$ cat src/rtl/mant_sum_seq.sv
// mant_sum_seq: sequences the three-input mantissa adder over a stream of
// operand pairs. Each accepted beat folds acc + a + b into a registered
// accumulator. The finished sum and a sticky overflow flag are then offered
// on a result handshake.

module mant_sum_seq #(
    parameter int W     = 26,
    parameter int CNT_W = 8
) (
    input  logic             clk,
    input  logic             rst_n,
    input  logic             start,
    input  logic [CNT_W-1:0] n_ops,
    input  logic             abort,
    output logic             busy,
    input  logic             op_valid,
    output logic             op_ready,
    input  logic [W-1:0]     op_a,
    input  logic [W-1:0]     op_b,
    output logic             res_valid,
    input  logic             res_ready,
    output logic [W-1:0]     res_sum,
    output logic             res_ovf
);

    typedef enum logic [1:0] {
        IDLE = 2'd0,
        ACC  = 2'd1,
        HOLD = 2'd2
    } state_t;

    state_t           state_r;
    logic [W-1:0]     acc_r;
    logic             ovf_r;
    logic [CNT_W-1:0] rem_r;

    logic             beat_s;
    logic             last_s;
    logic [W-1:0]     b_eff_s;
    logic [W+1:0]     t_s;

    // Beat acceptance and the widened three-input sum for the current beat.
    always_comb begin
        beat_s  = 1'b0;
        last_s  = 1'b0;
        b_eff_s = '0;
        t_s     = '0;
        if (state_r == ACC) begin
            beat_s = op_valid & ~abort;
        end else begin
            beat_s = 1'b0;
        end
        last_s = (rem_r <= CNT_W'(2));
        // On the final beat of an odd-length job only op_a counts.
        if (rem_r >= CNT_W'(2)) begin
            b_eff_s = op_b;
        end else begin
            b_eff_s = '0;
        end
        t_s = {2'b00, acc_r} + {2'b00, op_a} + {2'b00, b_eff_s};
    end

    // Status outputs follow directly from the state register; op_ready drops
    // in the abort cycle itself so a cancelled job never swallows a beat.
    always_comb begin
        busy      = (state_r != IDLE);
        res_valid = (state_r == HOLD);
        op_ready  = (state_r == ACC) & ~abort;
        res_sum   = acc_r;
        res_ovf   = ovf_r;
    end

    // Job sequencer: state, accumulator, sticky overflow and remaining count.
    always_ff @(posedge clk) begin
        if (!rst_n) begin
            state_r <= IDLE;
            acc_r   <= '0;
            ovf_r   <= 1'b0;
            rem_r   <= '0;
        end else if (abort) begin
            // Cancel wins over everything else, including a start in IDLE.
            state_r <= IDLE;
            acc_r   <= '0;
            ovf_r   <= 1'b0;
            rem_r   <= '0;
        end else begin
            case (state_r)
                IDLE: begin
                    if (start) begin
                        acc_r <= '0;
                        ovf_r <= 1'b0;
                        rem_r <= n_ops;
                        if (n_ops != '0) begin
                            state_r <= ACC;
                        end else begin
                            // Empty job: go straight to presenting a zero sum.
                            state_r <= HOLD;
                        end
                    end else begin
                        state_r <= IDLE;
                    end
                end
                ACC: begin
                    if (beat_s) begin
                        acc_r <= t_s[W-1:0];
                        ovf_r <= ovf_r | (t_s[W+1:W] != 2'b00);
                        if (last_s) begin
                            rem_r   <= '0;
                            state_r <= HOLD;
                        end else begin
                            rem_r   <= rem_r - CNT_W'(2);
                            state_r <= ACC;
                        end
                    end else begin
                        state_r <= ACC;
                    end
                end
                HOLD: begin
                    if (res_ready) begin
                        state_r <= IDLE;
                    end else begin
                        state_r <= HOLD;
                    end
                end
                default: begin
                    state_r <= IDLE;
                    acc_r   <= '0;
                    ovf_r   <= 1'b0;
                    rem_r   <= '0;
                end
            endcase
        end
    end

endmodule

$ cat config.mk
export PLATFORM = sky130hd
export DESIGN_NAME = mant_sum_seq
export DESIGN_NICKNAME = d
export VERILOG_FILES = /design/src/rtl/mant_sum_seq.sv
export SDC_FILE = /design/constraint.sdc
export NUM_CORES = 1
export LEC_CHECK = 0
export CAP_MARGIN = 25
export CELL_PAD_IN_SITES_DETAIL_PLACEMENT = 1
export CELL_PAD_IN_SITES_GLOBAL_PLACEMENT = 1
export CORE_MARGIN = 2
export CORE_UTILIZATION = 33
export CTS_CLUSTER_DIAMETER = 30
export DETAILED_ROUTE_END_ITERATION = 10
export PLACE_DENSITY = 0.88
export SLEW_MARGIN = 20
export SYNTH_ARGS = -nofsm -noshare
export SYNTH_HDL_FRONTEND = slang
export SYNTH_SLANG_ARGS = --single-unit
$ cat constraint.sdc
create_clock -name clk -period 3.5 [get_ports clk]
set_input_delay 0.7 -clock clk [delete_from_list [all_inputs] [get_ports clk]]
set_output_delay 0.7 -clock clk [all_outputs]
set_load 0.005 [all_outputs]
* After elaboration in Yosys (flattened, before gate mapping)
Index checks and enable logic that the tools add are counted.
** Storage, ports and cells
- Logic and storage cells :: 43
- Flip-flop bits (word level) :: 37
- Latch bits :: 0
- Bits in read-only memories :: 0
- Output and inout bits :: 30
- RAM bits :: 0
- Memories :: 0
** Cells by class
- Bitwise gates (word level) :: 6
- Multiplexer cells :: 18
- $lt $le $gt $ge :: 2
- Multiply operators :: 0
- Shift-type cells :: 0
- Reduce and logical (&&, ||, !) cells :: 6
- Divide/modulo/power cells :: 0
- Equal/unequal tests :: 4
- $add $sub $neg :: 3
** Operator list (number)
- two-way mux 26 bit :: 3
- case mux 26 bit (3 select lines) :: 1
- adder 27 x 26 -> 28 bit :: 1
- adder 26 x 26 -> 27 bit :: 1
- two-way mux 8 bit :: 3
- case mux 8 bit (3 select lines) :: 1
- two-way mux 2 bit :: 5
- >= comparator 8 x 2 -> 1 bit, second input constant :: 1
- less-or-equal comparator 8 x 2 -> 1 bit, second input constant :: 1
- nonzero test 8 bit :: 1
- subtractor 8 x 2 -> 8 bit, second input constant :: 1
- case mux 2 bit (3 select lines) :: 1
- != test 2 bit, second input constant :: 2
- nonzero test 2 bit :: 2
- two-way mux 1 bit :: 3
- inverter 1 bit :: 3
- case mux 1 bit (3 select lines) :: 1
- AND reduction 3 bit :: 1
- bitwise AND 1 bit :: 2
- == test 2 x 1 -> 1 bit, second input constant :: 1
- == test 2 bit, second input constant :: 1
- zero test 2 bit :: 1
- OR reduction 2 bit :: 1
- bitwise OR 1 bit :: 1

* Depth between registers and ports, before layout
Gate-level depths: netlist of run 1.
- Depth in word-level cells :: 7
- Mapped depth :: 14
- Mapped depth without buffers :: 13

* Worst setup path before layout of run 1
Ideal clock, no wire load.
- Path type :: reg-to-reg
- Start point :: register rem_r[1]
- End point :: register acc_r[21] (netlist: res_sum[21])
- Slack :: -0.244 ns
- Buffers on the path :: 0
- Library setup time :: 0.117 ns
- Stages on the path, launching flop included :: 14
- Data required time :: 3.383 ns
- Clock period less this slack :: 3.744 ns
- Arrival :: 3.627 ns
- Path through :: dfxtp_1 > nor3_1 > nand2_1 > and2_1 > fa_1 > ha_1 > fa_1 > a21o_1 > a221o_1 > a221oi_2 > a31oi_1 > a21bo_1 > xor2_1 > a22o_1
** Between the ends
- Longest elaborated chain between the ends :: 5
** RTL lines
- from (decl) :: RTL line 35 : logic [CNT_W-1:0] rem_r;
- from (signal assigned) :: RTL line 92 : rem_r <= n_ops;
- from (signal assigned) :: RTL line 111 : rem_r <= rem_r - CNT_W'(2);
- >= comparator 8 x 2 -> 1 bit :: RTL line 55 : if (rem_r >= CNT_W'(2)) begin
- two-way mux 26 bit :: RTL line 55
- adder 27 x 26 -> 28 bit :: RTL line 60 : t_s = {2'b00, acc_r} + {2'b00, op_a} + {2'b00, b_eff_s};
- two-way mux 26 bit :: RTL line 104 : if (beat_s) begin
- case mux 26 bit (3 select lines) :: RTL line 87 : case (state_r)
- to (signal assigned) :: RTL line 105 : acc_r <= t_s[W-1:0];
- to (decl) :: RTL line 33 : logic [W-1:0] acc_r;
Every way passes these cells. The select of a mux whose other input is x is not followed.
A chain may end at the register's enable or synchronous reset.

* Final worst setup path of run 1
- Start point :: register rem_r[4]
- End point :: register acc_r[15] (netlist: res_sum[15])
Same word-level chain as after synthesis.

==> results of run 1 <==
cell type report:
| cell class | count | area share |
|---|---|---|
| Clock inverter | 3 | 0.00840 |
| Tap cell | 136 | 0.0309 |
| Sequential cell | 37 | 0.135 |
| Multi-Input combinational cell | 351 | 0.541 |
| Timing Repair Buffer | 162 | 0.266 |
| Inverter | 10 | 0.00681 |
| Clock buffer | 5 | 0.0125 |
cells by family after synthesis:
logic type,count (synthesis)
buffers and inverters,26
muxes,2
xor gates and xnor gates,23
AOI/OAI and AO/OA,123
and+or+nand+nor,150
adders and majority gates,53
DFF,37
power groups by stage:
stage	clock network, uW	registers, uW	logic, uW
2_1_floorplan	0	443	431
3_3_place_gp	0	444	727
5_1_grt	424	437	1010
6_report	408	436	929
3_5_place_dp	0	445	766
4_1_cts	395	435	818
cells in the final DEF, fill, tap and decap left out, drive strengths merged, types with 2 or more instances in the layout:
cell,instances
and3,5
nand4,3
o2111ai,2
a41oi,2
xor2,9
a22o,10
o211ai,7
clkbuf,5
dfxtp,37
or4,2
fa,27
a211oi,2
nor4,6
xnor2,14
o21ai,21
nor3,5
o21a,2
a21o,7
nand2b,5
clkdlybuf4s50,95
nor2,31
inv,10
nand2,44
buf,67
a221oi,5
a31oi,4
a21oi,34
nor2b,10
ha,26
and2,27
a22oi,16
o22ai,2
nand3,8
stage by stage:
stage          setup slack (ps)   util
2_1_floorplan             -64.4      -
3_5_place_dp               -505  0.482
6_report                   -274  0.534
3_3_place_gp               -431  0.482
5_1_grt                    -419  0.534
4_1_cts                    -124  0.509
worst reg2reg max path: cells and delay by family (launching register included):
kind | cells | cell delay (ps)
compound gates | 5 | 1270
fa+ha+maj | 2 | 760
simple gates | 3 | 660
buf+inv | 3 | 440
flops | 1 | 350
xor+xnor | 1 | 190
flip-flops by register name, summed over array words and instances (netlist names):
name and flops:
state_r 2, rem_r 8, res_ovf 1, res_sum 26
layer usage:
metal / global-route usage / share of wire / vias to the layer above
li1: - / - / 1801
met1: 0.274 / 0.40 / 1949
met4: 0.0659 / 0.018 / 0
met3: 0.0322 / 0.044 / 25
met5: 0 / 0 / -
met2: 0.427 / 0.54 / 123
worst min-delay path by stage:
stage / end / slack [ps] / cells after the start
global route: rem_r[0] / 510 / 2
finish: rem_r[0] / 470 / 2
global placement: rem_r[0] / 440 / 2
floorplan: rem_r[0] / 430 / 2
CTS: rem_r[0] / 470 / 2
detailed placement: rem_r[0] / 450 / 2
repair_timing:
item,CTS,global route
setup buffers,7,6
gates resized for setup,20,37
endpoints found under the setup margin,17,17
hold buffers,0,0
hold endpoints to repair,0,0
pin swaps,19,16
==> impl_metrics.json, run 1 <==
{
  "grt_pass1_vias": 4357,
  "worst_ep_required_time_ps": 3710,
  "wl_per_cell_um": 19.5,
  "synth_top_family_by_area": "adder cells",
  "synth_edf_count": 0,
  "synth_area_um2": 3500,
  "leakagePower_uw": 0.00226,
  "path_cells": "nor4_4 -> nand2_2 -> buf_6 -> and2_1 -> fa_1 -> ha_4 -> a21o_1 -> a221o_1 -> a221oi_4 -> buf_4 -> buf_4 -> o21ai_1 -> xor2_1 -> a22o_1",
  "critPathLaunchType": "flip-flop",
  "rr_startpoint": "rem_r[4]",
  "fp-row-count": 37,
  "cts_tree": "done",
  "syn2layout_area_growth_pct": 57.6,
  "hold_viol_final": 0,
  "drt_iter0_drc": 116,
  "crit_path_frequent_cell": "buf_4",
  "numPlacedInstances": 683,
  "place_area_um2": 4980,
  "drv_cap": 0,
  "worstPathArrival_ps": 3980,
  "p_comb_frac": 0.524,
  "ios": 96,
  "avgSynthCellArea_um2": 8.44,
  "synthMuxAreaShare": 0.00608,
  "n_antenna_cell": 0,
  "stdcell_count": 704,
  "grt_pass1_wl_mm": 21.0,
  "hpwl_mm": 9.84,
  "gp_congestion": 0.899,
  "crit_family": "compound AO/OA/AOI/OAI gates",
  "ff2ff_path_depth": 14,
  "max_clock_freq_mhz": 265,
  "min_period_ps": 3770,
  "hold_class": "flip-flop to flip-flop",
  "crit_buf_inv": 3,
  "clkTransAtPathRegs_ps": 90,
  "powerDensity_nw_per_um2": 322,
  "cts_num_sinks": 37,
  "root_buffer": "clkbuf_8",
  "synth_fa_ha_area_frac": 0.248,
  "synthSimpleGateAreaFrac": 0.214,
  "worstPathMaxFanout": 9,
  "vias": 3898,
  "setup_tns_ps": -2080,
  "p_seq_frac": 0.246,
  "fin_area_um2": 5510,
  "rr_endpoint": "res_sum[15]",
  "htreeDepth": 2,
  "routed_wl_mm": 13.7,
  "synthXorXnorAreaFrac": 0.0576,
  "synth_area_leaders": "dfxtp_1 (21%), fa_1 (15%), ha_1 (9.3%)",
  "maxSlewViolCount": 0,
  "drive_above_1_share": 0.211,
  "drt_pass1_iterations": 4,
  "skew_ps": 9.37,
  "yosysTopAreaCell": "dfxtp_1",
  "vias_per_cell": 5.54,
  "antenna_found_initial": 0,
  "ys_seq_elements": 37,
  "regArea_um2": 742,
  "ys_types": 49,
  "end_kind": "flip-flop",
  "violations": "negative setup slack",
  "synthTopCellsByCount": "nand2_1 (44), dfxtp_1 (37), a21oi_1 (34)",
  "clk_latency_ps": 310,
  "cts-buffers-inserted": 5,
  "p_switching_uw": 672,
  "status": "finished with violations",
  "grt_max_degree": 25,
  "post-route-period-util": 1.08,
  "clockPowerShare": 0.230,
  "placement.io_buffers": 95,
  "crit_cells": 14,
  "dieArea_um2": 11400,
  "synth_top_cell_area_share": 0.212,
  "synth_warnings": 0,
  "die_h_um": 107,
  "regToRegSetupSlack_ps": -270,
  "internal_power_uw": 1100,
  "setup_viol": 11,
  "syn-num-nets": 533,
  "cpMaxStageDelayCell": "fa_1",
  "cp_slowest_stage_delay_ps": 530,
  "grt.overflow.total": 0,
  "start_util": 0.339,
  "grt_usage": 0.230,
  "whs_ps": 469,
  "post-synth-top-count-cell": "nand2_1",
  "ys.flop_type": "dfxtp_1",
  "multi_input_area_um2": 2980,
  "swShare": 0.379,
  "peakVddDrop_uv": 170,
  "worst_slew_pin_slew_ps": 729,
  "endpoint": "res_sum[15]",
  "antenna_left": 0,
  "coreArea_um2": 10300,
  "die_w_um": 107,
  "cts_buffer_depth": 2,
  "synth_compound_area_frac": 0.234,
  "fin_nets": 686,
  "rsz0062_at_grt": "true",
  "nFillCells": 1188,
  "relSlewSlack": 0.513,
  "critPathKind": "flip-flop to flip-flop",
  "synthCells": 414,
  "setup_ws_ps": -274,
  "seq_area_frac_synth": 0.212,
  "drc_errors": 0,
  "power_uw": 1770,
  "hold_start": "rem_r[0]",
  "crit_path_start": "rem_r[4]",
  "synth-async-reset-ratio": 0
}
Note: power is estimated with default switching activity, not from simulation.
==> run 2: changes to the inputs <==
CORE_UTILIZATION = 31   (was 33)
PLACE_DENSITY = 0.83   (was 0.88)
==> run 2 against run 1 <==
  * The flow still finishes with violations (negative setup slack)
  * Combinational power increased by 2.5%
  * First-iteration DRC count increased by 52%
  * Flip-flop and latch count unchanged
  * Total power increased by 9.8%
  * Cell count increased by 1.6%
  * Worst setup slack got worse by 3.7 ps
  * Final area increased by 3.3%
  * Clock power increased by 37%
  * Worst hold slack got worse by 6.6 ps
  * Clock-buffer cell count increased by 2
  * Critical path depth increased by 2
  * Global-route usage decreased by 0.85 points
==> impl_metrics.json, run 2 (synthesis results as in run 1) <==
{
  "critPathKind": "flip-flop to flip-flop",
  "worstPathMaxFanout": 5,
  "vias_per_cell": 5.45,
  "n_antenna_cell": 0,
  "cts_tree": "done",
  "grt_usage": 0.221,
  "peakVddDrop_uv": 246,
  "setup_tns_ps": -2120,
  "die_w_um": 110,
  "drive_above_1_share": 0.235,
  "drc_errors": 0,
  "hold_class": "flip-flop to flip-flop",
  "max_clock_freq_mhz": 265,
  "ios": 96,
  "cpMaxStageDelayCell": "fa_1",
  "path_cells": "nor4_4 -> nand2_2 -> and2_4 -> fa_1 -> ha_2 -> fa_2 -> a21o_1 -> a221o_1 -> buf_4 -> buf_6 -> a21oi_2 -> o211ai_1 -> buf_4 -> a21oi_2 -> xnor2_1 -> a22o_1",
  "final_util": 0.520,
  "clk_latency_ps": 290,
  "wl_per_cell_um": 19.6,
  "start_util": 0.320,
  "grt.overflow.total": 0,
  "drv_cap": 0,
  "whs_ps": 463,
  "final_common_cell": "clkdlybuf4s50_1",
  "powerDensity_nw_per_um2": 342,
  "crit_family": "compound AO/OA/AOI/OAI gates",
  "drt_pass1_iterations": 4,
  "hpwl_mm": 9.72,
  "grt_max_degree": 22,
  "final_cell_mix": "clkdlybuf4s50_1 (95), buf_4 (66), nand2_1 (42)",
  "end_kind": "flip-flop",
  "crit_buf_inv": 3,
  "cp_slowest_stage_delay_ps": 460,
  "placement.io_buffers": 95,
  "leakagePower_uw": 0.00237,
  "root_buffer": "clkbuf_16",
  "coreArea_um2": 10900,
  "setup_viol": 15,
  "setup_ws_ps": -278,
  "post-route-period-util": 1.08,
  "status": "finished with violations",
  "rsz0062_at_grt": "true",
  "worst_slew_pin_slew_ps": 474,
  "fin_nets": 693,
  "grt_pass1_wl_mm": 21.0,
  "clkTransAtPathRegs_ps": 60,
  "stdcell_count": 715,
  "worstPathArrival_ps": 3950,
  "routed_wl_mm": 14.0,
  "largest_reg_flops": 26,
  "syn2layout_area_growth_pct": 62.8,
  "hold_viol_final": 0,
  "die_h_um": 110,
  "cts_num_sinks": 37,
  "drt_iter0_drc": 176,
  "antenna_found_initial": 0,
  "min_period_ps": 3780,
  "critPathLaunchType": "flip-flop",
  "maxSlewViolCount": 0,
  "violations": "negative setup slack",
  "skew_ps": 5.08,
  "relSlewSlack": 0.683,
  "numPlacedInstances": 690,
  "htreeDepth": 2,
  "cts-buffers-inserted": 5,
  "gp_congestion": 0.890,
  "grt_pass1_vias": 4285,
  "worst_ep_required_time_ps": 3680,
  "antenna_left": 0,
  "cts_buffer_depth": 2,
  "dieArea_um2": 12100,
  "fp-row-count": 38,
  "vias": 3897
}
-- run 2: worst min-delay path, stage by stage, from the launching register on --
cell and delay, ps:
dfxtp_1 310, nand2_1 50, a21oi_1 50
-- run 2: final timing paths --
kind                                from          end  slack, ps  cells past startpoint
worst min register to register  rem_r[0]     rem_r[0]        460                      2
worst max register to register  rem_r[4]  res_sum[23]       -280                     16
worst min-delay path            rem_r[0]     rem_r[0]        460                      2
worst max-delay path            rem_r[4]  res_sum[23]       -280                     16
-- run 2: power by group --
part	leakage [uW]	internal (uW)	switching (uW)	total [uW]
clock network	0.0000841	357	201	558
logic	0.00198	470	482	952
registers	0.000299	428	8.08	436
-- run 2: per-stage QoR --
step / instance area (um2) / total power, uW / worst slack [ps]
after global routing: 5690 / 2030 / -356
after CTS: 5470 / 1840 / -172
final: 5690 / 1950 / -278
after detailed placement: 5000 / 1210 / -508
after floorplan: 3510 / 874 / -64.4
after global placement: 5000 / 1180 / -435
-- run 2: layout make-up --
| class | instances | area, um2 |
|---|---|---|
| clock buffer | 7 | 143 |
| clock inverter | 1 | 30.0 |
| inverter | 10 | 37.5 |
| multi-input combinational | 351 | 3030 |
| tap | 140 | 175 |
| timing repair buffer | 169 | 1540 |
| fill | 1252 | 5240 |
| sequential | 37 | 742 |
-- run 2: repair_timing --
| action | 4_1_cts | 5_1_grt |
|---|---|---|
| hold endpoints to repair | 0 | 0 |
| endpoints found under the setup margin | 18 | 18 |
| buffers inserted | 8 | 12 |
| gates cloned | 0 | 0 |
| hold buffers | 0 | 0 |
| pin swaps | 33 | 31 |
| resized for setup | 42 | 33 |
-- run 2: metal layers --
layer / track usage / wire length [um]
met1: 0.257 / 5690
met4: 0.0473 / 165
met5: 0 / 0
met3: 0.0288 / 618
met2: 0.428 / 7550
==> run 3: changes to the inputs <==
PLACE_DENSITY = 0.81   (was 0.83)
clock period = 4.5 ns   (was 3.5 ns; I/O delays follow)
==> run 3 against run 2 <==
  * The flow now finishes without violations
  * Worst hold slack improved by 2.5 ps
  * Via count decreased by 11%
  * Total power decreased by 35%
  * Wire length decreased by 23%
  * Worst setup slack improved by 580 ps
  * Core utilization decreased by 8.3 points
  * Final area decreased by 16%
  * Register-to-register slack improved by 580 ps
  * Combinational power decreased by 47%
  * First-iteration DRC count decreased by 38%
  * Global-route usage decreased by 3.6 points
  * Critical path depth decreased by 3
  * Largest power group unchanged
==> impl_metrics.json, run 3 (synthesis results as in run 1) <==
{
  "crit_cells": 13,
  "stdcell_count": 647,
  "cts-buffers-inserted": 5,
  "final_common_cell": "clkdlybuf4s50_1",
  "cts_tree": "done",
  "setup_tns_ps": 0,
  "wl_per_cell_um": 16.6,
  "worstPathArrival_ps": 4370,
  "post-route-period-util": 0.933,
  "critPathKind": "flip-flop to flip-flop",
  "root_buffer": "clkbuf_16",
  "routed_wl_mm": 10.8,
  "relSlewSlack": 0.427,
  "hpwl_mm": 8.74,
  "clockPowerShare": 0.333,
  "vias_per_cell": 5.36,
  "hold_viol_final": 0,
  "powerDensity_nw_per_um2": 264,
  "cts_num_sinks": 37,
  "rsz0062_at_grt": "false",
  "hold_class": "flip-flop to flip-flop",
  "cts_buffer_depth": 2,
  "drive_above_1_share": 0.0335,
  "hold_path_depth": 2,
  "ios": 96,
  "largest_reg_flops": 26,
  "grt_max_degree": 26,
  "worstPathMaxFanout": 12,
  "coreArea_um2": 10900,
  "max_clock_freq_mhz": 238,
  "skew_ps": 3.44,
  "antenna_left": 0,
  "path_cells": "nor4_1 -> nand2_1 -> buf_4 -> and2_1 -> fa_1 -> fa_1 -> a21o_1 -> a221o_1 -> a221oi_2 -> a31oi_1 -> a21bo_1 -> xor2_1 -> a22o_1",
  "crit_family": "compound AO/OA/AOI/OAI gates",
  "leakagePower_uw": 0.00195,
  "clkTransAtPathRegs_ps": 60,
  "drt_iter0_drc": 109,
  "worst_slew_pin_slew_ps": 856,
  "internal_power_uw": 840,
  "antenna_found_initial": 0,
  "end_kind": "flip-flop",
  "crit_path_frequent_cell": "fa_1",
  "peakVddDrop_uv": 148,
  "n_antenna_cell": 0,
  "status": "completed",
  "drv_cap": 0,
  "hold_buffers": 0,
  "dieArea_um2": 12100,
  "fin_nets": 625,
  "start_util": 0.320,
  "grt_usage": 0.185,
  "p_switching_uw": 422,
  "die_w_um": 110,
  "drt_pass1_iterations": 4,
  "cpMaxStageDelayCell": "fa_1",
  "fp-row-count": 38,
  "setup_viol": 0,
  "numPlacedInstances": 639,
  "ff2ff_path_depth": 13,
  "die_h_um": 110,
  "cts_resized": 0,
  "post-cts-setup-buffer-count": 0,
  "crit_buf_inv": 1,
  "clk_latency_ps": 280,
  "final_cell_mix": "clkdlybuf4s50_1 (95), nand2_1 (44), dfxtp_1 (37)",
  "gp_congestion": 0.888,
  "swShare": 0.334,
  "grt_pass1_wl_mm": 17.8,
  "grt.overflow.total": 0,
  "worst_ep_required_time_ps": 4680,
  "min_period_ps": 4200,
  "nFillCells": 1298,
  "cp_slowest_stage_delay_ps": 500,
  "p_comb_frac": 0.398,
  "drc_errors": 0,
  "grt_pass1_vias": 3786,
  "vias": 3467,
  "p_seq_frac": 0.269,
  "critPathLaunchType": "flip-flop",
  "placement.io_buffers": 95,
  "syn2layout_area_growth_pct": 36.8,
  "maxSlewViolCount": 0,
  "htreeDepth": 2
}
run 3: cell count changes in the layout (fill, tap and decap cells not counted), moves of 8 or more:
cell and delta:
buf_4 -60, a21oi_1 +11, ha_1 +10, a21oi_2 -9, buf_6 -8
run 3: worst register-to-register path: stages, from the launching register on:
cell      delay [ps]
dfxtp_1          370
nor4_1           390
nand2_1          220
buf_4            240
and2_1           170
fa_1             500
fa_1             480
a21o_1           220
a221o_1          360
a221oi_2         370
a31oi_1          200
a21bo_1          240
xor2_1           140
a22o_1           190
run 3: power by group through the flow:
stage	Combinational (uW)	Sequential, uW	Clock [uW]
3_5_place_dp	500	347	0
6_report	502	340	420
2_1_floorplan	334	345	0
5_1_grt	564	340	449
3_3_place_gp	484	346	0
4_1_cts	506	339	432
run 3: final cells by class:
type | instances | area, um2 | area share
multi-input combinational | 351 | 2660 | 0.555
inverter | 10 | 37.5 | 0.00785
timing repair buffer | 101 | 996 | 0.208
tap | 140 | 175 | 0.0366
clock buffer | 6 | 139 | 0.0290
sequential | 37 | 741 | 0.155
clock inverter | 2 | 37.5 | 0.00785
run 3: metrics by stage:
stage / total power, uW / hold slack (ps) / utilization / worst slack (ps) / cell area [um2]
after detailed placement: 847 / 454 / 0.421 / 59.4 / 4610
after global placement: 831 / 447 / 0.421 / 154 / 4610
after floorplan: 678 / 432 / - / 730 / 3500
after global routing: 1350 / 502 / 0.437 / 11.0 / 4780
final: 1260 / 465 / 0.437 / 302 / 4780
after CTS: 1280 / 463 / 0.437 / 257 / 4780
run 3: metal layers:
metal	part of all wire	wire (um)	vias to the layer above	track usage
met3	0.051	552	18	0.0265
li1	-	-	1678	-
met2	0.49	5260	95	0.333
met1	0.44	4750	1676	0.230
met4	0.017	188	0	0.0473
met5	0	0	-	0
run 3: final timing paths:
check	from	to	slack (ps)
worst max-delay path	rem_r[4]	res_sum[21]	300
worst min-delay path	rem_r[0]	rem_r[0]	470
worst max register to register	rem_r[4]	res_sum[21]	300
worst min register to register	rem_r[0]	rem_r[0]	470
